## config.mk

```make
export PLATFORM = sky130hd
export DESIGN_NAME = keypad_scanner
export DESIGN_NICKNAME = d
export VERILOG_FILES = /design/src/rtl/keypad_pkg.sv /design/src/rtl/keypad_debounce.sv /design/src/rtl/keypad_scanner.sv
export SDC_FILE = /design/constraint.sdc
export NUM_CORES = 1
export LEC_CHECK = 0
export CAP_MARGIN = 40
export CORE_MARGIN = 3
export CORE_UTILIZATION = 55
export CTS_BUF_LIST = sky130_fd_sc_hd__clkbuf_16
export CTS_CLUSTER_DIAMETER = 200
export DETAILED_ROUTE_END_ITERATION = 12
export PLACE_DENSITY = 0.81
export SYNTH_ARGS = -nofsm -noshare
export SYNTH_HDL_FRONTEND = slang
export SYNTH_HIERARCHICAL = 1
export SYNTH_SLANG_ARGS = --single-unit
```

## constraint.sdc

```tcl
create_clock -name clock -period 21.7 [get_ports clock]
set_clock_uncertainty 0.1 [all_clocks]
set_input_delay 4.34 -clock clock [delete_from_list [all_inputs] [get_ports clock]]
set_output_delay 4.34 -clock clock [all_outputs]
set_load 0.05 [all_outputs]
```

## src/rtl/keypad_pkg.sv

```systemverilog
// Shared constants and types for the 4x4 matrix keypad scanner.
// Key map is indexed [row][col] to match the physical keypad layout.
package keypad_pkg;

  localparam logic [3:0] KEY_NONE = 4'hF;

  localparam logic [3:0] KEY_MAP [4][4] = '{
    '{4'h1, 4'h2, 4'h3, 4'hA},
    '{4'h4, 4'h5, 4'h6, 4'hB},
    '{4'h7, 4'h8, 4'h9, 4'hC},
    '{4'h0, 4'hF, 4'hE, 4'hD}
  };

  typedef enum logic [2:0] {
    COL0 = 3'd0,
    COL1 = 3'd1,
    COL2 = 3'd2,
    COL3 = 3'd3,
    EVAL = 3'd4
  } scan_state_e;

  typedef enum logic [1:0] {
    CAND_NONE    = 2'd0,
    CAND_KEY     = 2'd1,
    CAND_INVALID = 2'd2
  } cand_kind_e;

endpackage

```

## src/rtl/keypad_debounce.sv

```systemverilog
// Sweep-level debouncer: accepts a candidate after DEBOUNCE_SCANS identical sweeps
// and produces the held key code, valid flag and one-cycle press strobe.
module keypad_debounce
  import keypad_pkg::*;
#(
  parameter int DEBOUNCE_SCANS = 4
) (
  input  logic       clock,
  input  logic       reset_n,
  input  logic       sweep_done_i,
  input  cand_kind_e cand_kind_i,
  input  logic [3:0] cand_code_i,
  output logic [3:0] key_code_o,
  output logic       key_valid_o,
  output logic       key_press_o
);

  localparam int CW = $clog2(DEBOUNCE_SCANS + 1);
  localparam logic [CW-1:0] CNT_MAX = CW'(DEBOUNCE_SCANS);

  cand_kind_e    prev_kind_q, prev_kind_d;
  logic [3:0]    prev_code_q, prev_code_d;
  logic [CW-1:0] cnt_q, cnt_d;
  logic [3:0]    code_q, code_d;
  logic          valid_q, valid_d;
  logic          press_q, press_d;
  logic          same_as_prev;
  logic          differs_from_stable;

  // Key F and "none" share a code, so the kind must take part in every compare.
  assign same_as_prev = (prev_kind_q == cand_kind_i) &&
                        ((cand_kind_i != CAND_KEY) || (prev_code_q == cand_code_i));
  assign differs_from_stable = (cand_kind_i == CAND_KEY) ?
                               (!valid_q || (code_q != cand_code_i)) : valid_q;

  always_comb begin
    prev_kind_d = prev_kind_q;
    prev_code_d = prev_code_q;
    cnt_d       = cnt_q;
    code_d      = code_q;
    valid_d     = valid_q;
    press_d     = 1'b0;
    if (sweep_done_i) begin
      prev_kind_d = cand_kind_i;
      prev_code_d = cand_code_i;
      if (cand_kind_i == CAND_INVALID) begin
        cnt_d = '0;
      end else begin
        if (same_as_prev) begin
          cnt_d = (cnt_q == CNT_MAX) ? CNT_MAX : cnt_q + CW'(1);
        end else begin
          cnt_d = CW'(1);
        end
        if ((cnt_d == CNT_MAX) && differs_from_stable) begin
          valid_d = (cand_kind_i == CAND_KEY);
          code_d  = (cand_kind_i == CAND_KEY) ? cand_code_i : KEY_NONE;
          press_d = (cand_kind_i == CAND_KEY);
        end
      end
    end
  end

  always_ff @(posedge clock or negedge reset_n) begin
    if (!reset_n) begin
      prev_kind_q <= CAND_NONE;
      prev_code_q <= KEY_NONE;
      cnt_q       <= '0;
      code_q      <= KEY_NONE;
      valid_q     <= 1'b0;
      press_q     <= 1'b0;
    end else begin
      prev_kind_q <= prev_kind_d;
      prev_code_q <= prev_code_d;
      cnt_q       <= cnt_d;
      code_q      <= code_d;
      valid_q     <= valid_d;
      press_q     <= press_d;
    end
  end

  assign key_code_o  = code_q;
  assign key_valid_o = valid_q;
  assign key_press_o = press_q;

endmodule

```

## src/rtl/keypad_scanner.sv

```systemverilog
// 4x4 keypad column scanner: drives one active-low column per slot, samples the
// synchronized rows at the end of each slot and classifies the sweep in EVAL.
module keypad_scanner
  import keypad_pkg::*;
#(
  parameter int SCAN_DIV       = 100000,
  parameter int DEBOUNCE_SCANS = 4
) (
  input  logic       clock,
  input  logic       reset_n,
  input  logic [3:0] row,
  output logic [3:0] col,
  output logic [3:0] key_code,
  output logic       key_valid,
  output logic       key_press
);

  localparam int CW = $clog2(SCAN_DIV);
  localparam logic [CW-1:0] SLOT_LAST = CW'(SCAN_DIV - 1);

  logic [3:0]      row_s1_q, row_s2_q;
  scan_state_e     state_q, state_d;
  logic [CW-1:0]   slot_q, slot_d;
  logic [3:0][3:0] hits_q, hits_d;   // [col][row], 1 = switch closed
  logic [3:0]      col_q, col_d;
  logic [1:0]      n_hits;           // saturates at 2: only 0 / 1 / many matters
  logic [3:0]      hit_code;
  cand_kind_e      cand_kind;

  always_comb begin
    state_d = state_q;
    slot_d  = slot_q;
    hits_d  = hits_q;
    if (state_q == EVAL) begin
      state_d = COL0;
      slot_d  = '0;
    end else if (slot_q == SLOT_LAST) begin
      hits_d[state_q[1:0]] = ~row_s2_q;
      slot_d = '0;
      case (state_q)
        COL0:    state_d = COL1;
        COL1:    state_d = COL2;
        COL2:    state_d = COL3;
        default: state_d = EVAL;
      endcase
    end else begin
      slot_d = slot_q + CW'(1);
    end
  end

  // EVAL keeps the COL3 drive so the lines do not glitch for one cycle.
  always_comb begin
    case (state_d)
      COL0:    col_d = 4'b1110;
      COL1:    col_d = 4'b1101;
      COL2:    col_d = 4'b1011;
      default: col_d = 4'b0111;
    endcase
  end

  always_comb begin
    n_hits   = 2'd0;
    hit_code = KEY_NONE;
    for (int c = 0; c < 4; c++) begin
      for (int r = 0; r < 4; r++) begin
        if (hits_q[c][r]) begin
          if (n_hits != 2'd2) n_hits = n_hits + 2'd1;
          hit_code = KEY_MAP[r][c];
        end
      end
    end
    if (n_hits == 2'd0)      cand_kind = CAND_NONE;
    else if (n_hits == 2'd1) cand_kind = CAND_KEY;
    else                     cand_kind = CAND_INVALID;
  end

  always_ff @(posedge clock or negedge reset_n) begin
    if (!reset_n) begin
      row_s1_q <= 4'hF;
      row_s2_q <= 4'hF;
      state_q  <= COL0;
      slot_q   <= '0;
      hits_q   <= '0;
      col_q    <= 4'b1110;
    end else begin
      row_s1_q <= row;
      row_s2_q <= row_s1_q;
      state_q  <= state_d;
      slot_q   <= slot_d;
      hits_q   <= hits_d;
      col_q    <= col_d;
    end
  end

  assign col = col_q;

  keypad_debounce #(
    .DEBOUNCE_SCANS(DEBOUNCE_SCANS)
  ) u_debounce (
    .clock        (clock),
    .reset_n      (reset_n),
    .sweep_done_i (state_q == EVAL),
    .cand_kind_i  (cand_kind),
    .cand_code_i  (hit_code),
    .key_code_o   (key_code),
    .key_valid_o  (key_valid),
    .key_press_o  (key_press)
  );

endmodule

```

==> summary.md, run 1 <==
| Metric | Value |
|---|---|
| Slew HR | 50.3% |
| Setup Total Neg Slack | 0 ns |
| Reg-to-reg startpoint | hits_q[1] |
| Placed instance count | 619 |
| Internal Power | 0.000208 W |
| IO Count | 16 |
| Port Buffers | 15 |
| Drt wl/cell | 15.3 um |
| Total chip power | 0.000260 W |
| Initial cell density of the core | 57.0% |
| Max-cap viol count | 0 |
| Most common cell in the synthesized netlist | nor2_1 |
| Mapped Cells | 519 |
| Mapped cell area | 4710 sq um |
| Syn_nets | 534 |
| Routed wire length | 9740 um |
| Clock power share | 52.8% |
| Starting DRT DRC Count | 227 |
| Vias in the first global route | 3,810 |
| Crit-path max FO | 10 |
| RSZ-0062 raised after global routing | false |
| Remaining antenna violation count after routing | 0 |
| Power share of the combinational group | 1.1% |
| Switching Fraction | 20.1% |
| Distinct cells, synth | 97 |
| Fin cells | 635 |
| Top cells by area, synth | dfrtp_1, dfstp_2, nor2_1 |
| DR vias/cell | 6.20 |
| Power density over the cells | 50.8 nW/um^2 |
| P_leak | 2.06 nW |
| CTS tree | done |
| Via count | 3,938 |
| Worst skew pair latency | 0.33 ns |
| Commonest cells in the netlist | nor2_1, nand2_1, dfrtp_1 |
| Min-delay src | row_s1_q[1] |
| Peak supply drop | 0.0440 mV |
| Area Growth Syn to Fin | 8.59% |
| Hold Crit Class | register to register |
| Post-synth EDFFs | 0 |
| Final Setup Violations | 0 |
| Status | complete, no violations |
| Slew @ Worst Pin | 0.746 ns |
| Share of layout cells above drive strength 1 | 18.5% |
| P_sw | 0.0000522 W |
| Final period util | 34.5% |
| Full die area | 9700 sq um |
| All-Layer GR Usage | 21.3% |
| Post-synth ARST share | 100% |
| Post-synthesis cell type with the largest combined area | dfrtp_1 |
| Setup Crit Path Kind | register to register |
| Initial antenna violation count | 0 |
| Arrival time worst endpoint | 7.63 ns |
| Sequential share of the synthesized area | 34.0% |
| Die Wd | 98.5 um |
| Final core occ | 61.9% |
| TritonRoute pass-1 iters | 5 |
| Largest net degree at the start of global routing | 64 |
| Number of synthesized register bits | 63 |
| Fmax | 134 MHz |
| Startpoint types | register |
| Routability cong. | 0.901 |
| Max H-tree Level | 3 |
| Final Max Slew Viols | 0 |
| Required @ worst endpoint | 21.85 ns |
| Top cell type's share of synthesized area | 23.4% |
| First-pass GRT wire length | 17,400 um |
| Post-CTS Resized | 0 |
| CP endpoint kind | register |
| CTS root buf | clkbuf_16 |
| FP Rows | 33 |
| Max clock buf depth | 2 |
| Number of setup buffers added after CTS | 0 |
| Die height | 98.5 um |
| Worst setup startpoint | hits_q[1] |
| CTS sink count | 63 |
| Total gr overflow | 0 |
| Final hold vios | 0 |
| Hold_buf cts | 0 |
| Nets | 540 |
| R2R Setup Slk | 14.22 ns |
| Seq pwr share | 46.0% |
| Syn avg cell area | 9.07 sq um |
| Drt drc | 0 |
| Worst-path clk slew | 0.05 ns |
| CTS Buf Count | 9 |
| Minimum clock period | 7.48 ns |
| DP HPWL | 6940 um |
| # diodes | 0 |
| Synth warn | 6 |
| Predominant post-synthesis flop cell | dfrtp_1 |
| Core Area | 8260 sq um |
power groups by stage:
stage	registers [W]	clock network, W	logic, W
detailed placement	0.000122	0	0.00000322
floorplan	0.000121	0	0.00000000174
global placement	0.000121	0	0.00000307
CTS	0.000120	0.000140	0.00000320
finish	0.000120	0.000137	0.00000297
global route	0.000120	0.000146	0.00000343
per-layer routing:
metal	GRT usage (%)	vias to the layer above	share of wire [%]
met2	34.1	119	47
met3	5.59	8	4.6
met1	28.6	1886	47
met4	5.99	0	0.83
met5	0	-	0
li1	-	1925	-
through the flow:
| stage | worst slack [ns] | hold slack [ns] | instance area, sq um |
|---|---|---|---|
| after floorplan | 14.92 | 0.245 | 4710 |
| after detailed placement | 14.36 | 0.247 | 4820 |
| final | 14.22 | 0.254 | 5110 |
| after global placement | 14.58 | 0.245 | 4820 |
| after global routing | 13.56 | 0.257 | 5110 |
| after CTS | 14.29 | 0.255 | 5110 |
worst max-delay path, stage by stage (launching register included):
cell,delay [ns]
dfrtp_1,0.41
inv_1,0.10
ha_1,0.37
nor4b_1,0.51
a211o_1,0.24
nor4_1,0.10
nor4_4,0.36
a211oi_1,0.14
or3_1,0.59
a21boi_0,0.21
o41ai_1,0.36
nor3_2,0.10
nor2_1,0.27
a211oi_1,0.12
o221ai_1,0.53
o21ai_2,0.15
xor2_1,0.21
a2111oi_1,0.42
a32oi_1,0.13
ha_1,0.29
and2b_2,0.21
o21bai_1,0.26
and2b_1,0.32
o41ai_2,0.11
and4b_4,0.33
nand3_4,0.13
mux2_4,0.32
final timing paths:
| kind | depth (start not counted) | endpoint |
|---|---|---|
| setup / recovery | 26 | u_debounce/key_code_o[0] |
| hold / removal | 0 | row_s2_q[1] |
| setup reg to reg | 26 | u_debounce/key_code_o[0] |
| hold reg to reg | 0 | row_s2_q[1] |
| max in group asynchronous | 2 | u_debounce/prev_kind_q[0] |
| min in group asynchronous | 2 | u_debounce/key_press_o |
state kept, by name, indices dropped and copies added (netlist names), 3 cells and up:
name,cells
col,4
hits_q,16
row_s1_q,4
row_s2_q,4
slot_q,17
state_q,3
u_debounce/cnt_q,3
u_debounce/key_code_o,4
u_debounce/prev_code_q,4
cell families (layout without fill, tap and decap cells):
group / Yosys count / after routing / synth area share (%)
mux: 12 / 12 / 3.16
fa+ha+maj: 9 / 9 / 2.39
simple gates: 212 / 212 / 25.2
buf+inv: 38 / 49 / 5.05
xor+xnor: 37 / 37 / 7.20
flops: 63 / 63 / 34.0
compound gates: 148 / 148 / 23.0
cells in the final DEF, fill, tap and decap left out, types with 4 or more instances in the layout:
cell / instances
nand4_1: 5
nand3_1: 21
o21ai_0: 33
o21ai_1: 4
a211o_2: 4
nand3b_1: 5
ha_1: 9
nand2b_1: 12
mux2_2: 7
a31oi_1: 6
xnor2_1: 16
nor3_1: 17
and3_1: 10
clkbuf_16: 9
dfstp_2: 19
nand2_1: 45
inv_1: 17
xor2_1: 19
a21o_1: 4
a211oi_1: 4
o221ai_1: 5
nor3b_1: 4
a21oi_1: 27
o31ai_1: 6
o22ai_1: 7
mux2_4: 4
a311oi_1: 4
dfrtp_1: 44
nor2_1: 50
clkdlybuf4s50_1: 14
layout make-up:
cell class | count | area, sq um
fill | 689 | 3150
multi-input combinational | 418 | 2870
sequential | 63 | 1600
clock buffer | 9 | 225
timing repair buffer | 17 | 160
tap | 105 | 131
clock inverter | 7 | 65.1
inverter | 16 | 60.1
No activity file was read; power rests on OpenSTA's default activity.
==> run 2: changes to the inputs <==
==> constraint.sdc (replaced) <==
create_clock -name clock -period 7.6 [get_ports clock]
set_clock_uncertainty 0.1 [all_clocks]
set_input_delay 1.52 -clock clock [delete_from_list [all_inputs] [get_ports clock]]
set_output_delay 1.52 -clock clock [all_outputs]
set_load 0.05 [all_outputs]
==> run 2 against run 1 <==
Design area up 0.76%. Combinational power rose to 2.9 times the previous value. Setup slack worse by 14 ns. Fmax up 4.1%. Via count down 0.43%. Sequential power rose to 2.9 times the previous value. Sequential cell count unchanged. Non-clock buffer count unchanged. First-iteration DRC count up 23%. Global-route usage down 0.26 points. Critical path type unchanged. Largest power group unchanged.
==> summary.md, run 2 (same netlist as run 1, synthesis figures left out) <==
| Metric | Value |
|---|---|
| Die Wd | 98.5 um |
| FP Rows | 33 |
| Number of setup buffers added after CTS | 0 |
| CTS Buf Count | 9 |
| R2R Setup Slk | 0.42 ns |
| Final period util | 94.5% |
| Status | complete, no violations |
| Worst Hold End | row_s2_q[1] |
| Routability cong. | 0.901 |
| Most frequent cells in the layout | nor2_1, nand2_1, dfrtp_1 |
| Port Buffers | 15 |
| CTS root buf | clkbuf_16 |
| Min-delay src | row_s1_q[1] |
| Hold depth | 0 |
| Total gr overflow | 0 |
| Reg-to-reg startpoint | hits_q[0] |
| Core Area | 8260 sq um |
| Peak supply drop | 0.186 mV |
| Power density over the cells | 144 nW/um^2 |
| Power share of the combinational group | 1.2% |
| Required @ worst endpoint | 7.75 ns |
| Total chip power | 0.000741 W |
| Routed wire length | 9790 um |
| First-pass GRT wire length | 17,200 um |
| RSZ-0062 raised after global routing | false |
| Largest Register | slot_q |
| Slew HR | 49.7% |
| Max-cap viol count | 0 |
| Worst-path clk slew | 0.05 ns |
| Fin cells | 635 |
| Routed met3 length | 349 um |
| Max clock buf depth | 2 |
| Share of layout cells above drive strength 1 | 20.2% |
| P_leak | 2.08 nW |
| Placed instance count | 619 |
| CP endpoint kind | register |
| Crit-path max FO | 10 |
| Setup Crit Path Kind | register to register |
| Die height | 98.5 um |
| Final Setup Violations | 0 |
| Initial cell density of the core | 57.0% |
| Fmax | 139 MHz |
| Final hold vios | 0 |
| Startpoint types | register |
| Hold_buf cts | 0 |
| P_sw | 0.000148 W |
| Drt wl/cell | 15.4 um |
| Internal Power | 0.000593 W |
| Routed length on met1 | 4540 um |
| # diodes | 0 |
| Remaining antenna violation count after routing | 0 |
| Biggest regs | slot_q x17, hits_q x16 |
| FILL cells | 667 |
| Worst skew pair latency | 0.32 ns |
| Max FFs per register | 17 |
| Via count | 3,921 |
| Final Max Slew Viols | 0 |
| DR WL met2 | 4800 um |
| All-Layer GR Usage | 21.0% |
| Seq pwr share | 46.1% |
| Slew @ Worst Pin | 0.755 ns |
| Area Growth Syn to Fin | 9.41% |
| Max H-tree Level | 3 |
| TritonRoute pass-1 iters | 8 |
| Arrival time worst endpoint | 7.33 ns |
| Vias in the first global route | 3,754 |
| Reg-to-Reg End | u_debounce/key_code_o[3] |
| Clock power share | 52.8% |
| Setup Total Neg Slack | 0 ns |
| DP HPWL | 6980 um |
| Hold Crit Class | register to register |
| Minimum clock period | 7.18 ns |
| CTS tree | done |
| Starting DRT DRC Count | 280 |
| IO Count | 16 |
| Top Layer Used | met4 |
| CTS sink count | 63 |
| Nets | 540 |
| Largest net degree at the start of global routing | 64 |
| Reg2Reg Depth | 27 |
| Switching Fraction | 20.0% |
| DR vias/cell | 6.17 |
| Full die area | 9700 sq um |
| Initial antenna violation count | 0 |
| Drt drc | 0 |
| Most common cell after layout, fill and taps aside | nor2_1 |
## run 2: power groups by stage
stage	clock network [W]	registers [W]	logic (W)
3_5_place_dp	0	0.000347	0.00000918
3_3_place_gp	0	0.000347	0.00000877
6_report	0.000391	0.000342	0.00000854
2_1_floorplan	0	0.000346	0.00000000284
5_1_grt	0.000417	0.000342	0.00000980
4_1_cts	0.000400	0.000342	0.00000913
## run 2: worst max path at each step
stage                         start                        to  slack, ns  cells past startpoint
after global routing      hits_q[0]  u_debounce/key_code_o[3]     0.0007                     27
after floorplan           hits_q[0]  u_debounce/key_code_o[0]       0.82                     28
after detailed placement  hits_q[0]  u_debounce/key_code_o[3]       0.27                     26
after global placement    hits_q[0]  u_debounce/key_code_o[2]       0.48                     26
after CTS                 hits_q[0]  u_debounce/key_code_o[3]       0.22                     28
final                     hits_q[0]  u_debounce/key_code_o[3]       0.42                     27
## run 2: routing by layer
layer,global-route usage [%],vias up
met5,0,-
met4,5.04,0
met3,4.39,14
met2,34.8,100
met1,28.3,1887
li1,-,1920
## run 2: area by class of cell
cell class,instances,area [sq um],area share [%]
timing repair buffer,17,160,3.11
multi-input combinational,418,2910,56.4
clock inverter,7,66.3,1.29
clock buffer,9,225,4.37
inverter,16,60.1,1.17
tap,105,131,2.55
sequential,63,1600,31.1
## run 2: timing repair
action,4_1_cts,5_1_grt
hold endpoints to repair,0,0
setup endpoints to repair,0,9
resized for setup,0,9
## run 2: critical path: stages (launching register included)
cell       delay [ns]
dfrtp_1          0.42
inv_1            0.09
ha_1             0.40
or4b_4           0.60
a31o_1           0.28
and3_4           0.21
o221ai_1         0.16
o311ai_1         0.15
or3_4            0.44
xnor2_2          0.18
o311ai_4         0.28
a21oi_1          0.14
or2_1            0.34
or4_4            0.52
nand3_4          0.12
o21ai_2          0.08
xor2_1           0.20
a2111oi_1        0.42
a32oi_1          0.13
ha_1             0.30
and2b_2          0.22
nand2_1          0.06
a21oi_2          0.22
and2b_2          0.27
o41ai_2          0.11
and4b_4          0.24
nand3_4          0.13
mux2_4           0.31
## run 2: metrics by stage
step	utilization, %	area, sq um	hold slack (ns)	worst slack [ns]
after floorplan	-	4710	0.245	0.817
after global placement	58.4	4820	0.245	0.476
after detailed placement	58.4	4820	0.247	0.275
after CTS	61.9	5110	0.255	0.217
after global routing	62.4	5150	0.257	0.000655
final	62.4	5150	0.254	0.420
==> run 3: changes to the inputs <==
--- a/config.mk
+++ b/config.mk
@@ -8,10 +8,12 @@
 export CAP_MARGIN = 40
 export CORE_MARGIN = 3
 export CORE_UTILIZATION = 55
-export CTS_BUF_LIST = sky130_fd_sc_hd__clkbuf_16
+export CTS_BUF_LIST = sky130_fd_sc_hd__clkbuf_4 sky130_fd_sc_hd__clkbuf_8
 export CTS_CLUSTER_DIAMETER = 200
 export DETAILED_ROUTE_END_ITERATION = 12
 export PLACE_DENSITY = 0.81
+export SKIP_LAST_GASP = 1
+export SLEW_MARGIN = 10
 export SYNTH_ARGS = -nofsm -noshare
 export SYNTH_HDL_FRONTEND = slang
 export SYNTH_HIERARCHICAL = 1
==> run 3 against run 2 <==
Sequential share of layout area increased by 0.54 points. Wire length decreased by 1.3%. Clock power decreased by 26%. Critical path type unchanged. Critical endpoint is now u_debounce/key_code_o[2]. Largest cell class unchanged.
==> summary.md, run 3 (same netlist as run 1, synthesis figures left out) <==
| Metric | Value |
|---|---|
| Total gr overflow | 0 |
| Arrival time worst endpoint | 7.35 ns |
| Die height | 98.5 um |
| Core Area | 8260 sq um |
| Die Wd | 98.5 um |
| FP Rows | 33 |
| Slew HR | 49.5% |
| Setup WS pre-CTS | 0.275 ns |
| Vias in the first global route | 3,750 |
| Most frequent cells in the layout | nor2_1, nand2_1, dfrtp_1 |
| Initial antenna violation count | 0 |
| IO Count | 16 |
| Most common cell after layout, fill and taps aside | nor2_1 |
| Routed met3 length | 376 um |
| Area Growth Syn to Fin | 7.55% |
| Minimum clock period | 7.19 ns |
| TritonRoute pass-1 iters | 5 |
| Nets | 540 |
| Drt wl/cell | 15.2 um |
| Placed instance count | 619 |
| Port Buffers | 15 |
| Final worst slack | 0.412 ns |
| Max FFs per register | 17 |
| Startpoint types | register |
| All-Layer GR Usage | 20.5% |
| First-pass GRT wire length | 16,900 um |
| CP endpoint kind | register |
| Required @ worst endpoint | 7.77 ns |
| Final period util | 94.6% |
| Post-CTS Resized | 0 |
| Power density over the cells | 126 nW/um^2 |
| # diodes | 0 |
| Status | complete, no violations |
| Peak supply drop | 0.139 mV |
| DR vias/cell | 6.16 |
| Largest Register | slot_q |
| Fmax | 139 MHz |
| DR WL met2 | 4700 um |
| Top Layer Used | met4 |
| Share of layout cells above drive strength 1 | 20.6% |
| Starting DRT DRC Count | 225 |
| Via count | 3,909 |
| Slowest CP cell | or4b_4 |
| Max-cap viol count | 0 |
| Hold_buf cts | 0 |
| Biggest regs | slot_q x17, hits_q x16 |
| Routed wire length | 9670 um |
| Final Max Slew Viols | 0 |
| Number of setup buffers added after CTS | 0 |
| CTS sink count | 63 |
| FILL cells | 684 |
| DP HPWL | 6980 um |
| Total chip power | 0.000639 W |
| Full die area | 9700 sq um |
| Hold Crit Class | register to register |
| Remaining antenna violation count after routing | 0 |
| Initial cell density of the core | 57.0% |
| Drt drc | 0 |
| Slew @ Worst Pin | 0.757 ns |
| Worst-path clk slew | 0.07 ns |
| Routability cong. | 0.901 |
| CTS root buf | clkbuf_8 |
| P_leak | 2.04 nW |
| Largest net degree at the start of global routing | 64 |
| Fin cells | 635 |
| Crit-path max FO | 10 |
| Setup Crit Path Kind | register to register |
| Slowest stage delay, CP | 0.60 ns |
| Final Setup Violations | 0 |
| CTS tree | done |
| Final hold vios | 0 |
| CTS Buf Count | 9 |
| Routed length on met1 | 4530 um |
| Max clock buf depth | 2 |
| Max H-tree Level | 3 |
| Worst skew pair latency | 0.34 ns |
run 3: cell types whose count changed in the layout (fill, tap and decap cells not counted), sizes merged:
cell / before / now
clkbuf: 9 / 11
clkinv: 3 / 2
inv: 17 / 16
run 3: final cells by class:
class,instances,area [sq um],share of cell area (%)
timing repair buffer,17,160,3.16
multi-input combinational,418,2910,57.4
tap,105,131,2.60
clock inverter,5,58.8,1.16
inverter,16,60.1,1.19
sequential,63,1600,31.6
clock buffer,11,145,2.87
run 3: worst max-delay path, delay by kind of cell, from the launching register on:
family / cells / cell delay, ns
AOI/OAI and AO/OA: 10 / 1.96
xor gates and xnor gates: 2 / 0.38
adders and majority gates: 2 / 0.69
buffers and inverters: 1 / 0.09
DFF: 1 / 0.42
muxes: 1 / 0.31
and+or+nand+nor: 11 / 3.14
run 3: report_power, final:
group          leakage (nW)  internal (W)  switching, W
logic                  1.14    0.00000228    0.00000625
registers             0.799      0.000340    0.00000157
clock network        0.0990      0.000164      0.000126
run 3: final timing paths:
kind	startpoint	end	slack, ns	cells past startpoint
max in group asynchronous	reset_n	col[0]	5.66	2
hold reg to reg	row_s1_q[1]	row_s2_q[1]	0.26	0
setup / recovery	hits_q[0]	u_debounce/key_code_o[2]	0.41	27
hold / removal	row_s1_q[1]	row_s2_q[1]	0.26	0
min in group asynchronous	reset_n	u_debounce/key_valid_o	1.23	2
setup reg to reg	hits_q[0]	u_debounce/key_code_o[2]	0.41	27
run 3: per-layer routing:
metal | up-vias | GRT usage [%]
met2 | 103 | 34.6
met4 | 0 | 4.41
li1 | 1925 | -
met3 | 8 | 4.18
met5 | - | 0
met1 | 1873 | 27.5
run 3: per-stage QoR:
step | setup TNS, ns | util (%) | hold slack, ns | instance area [sq um]
finish | 0 | 61.3 | 0.256 | 5060
global route | -0.00214 | 61.3 | 0.260 | 5060
CTS | 0 | 60.8 | 0.257 | 5020
detailed placement | 0 | 58.4 | 0.247 | 4820
global placement | 0 | 58.4 | 0.245 | 4820
floorplan | 0 | - | 0.245 | 4710
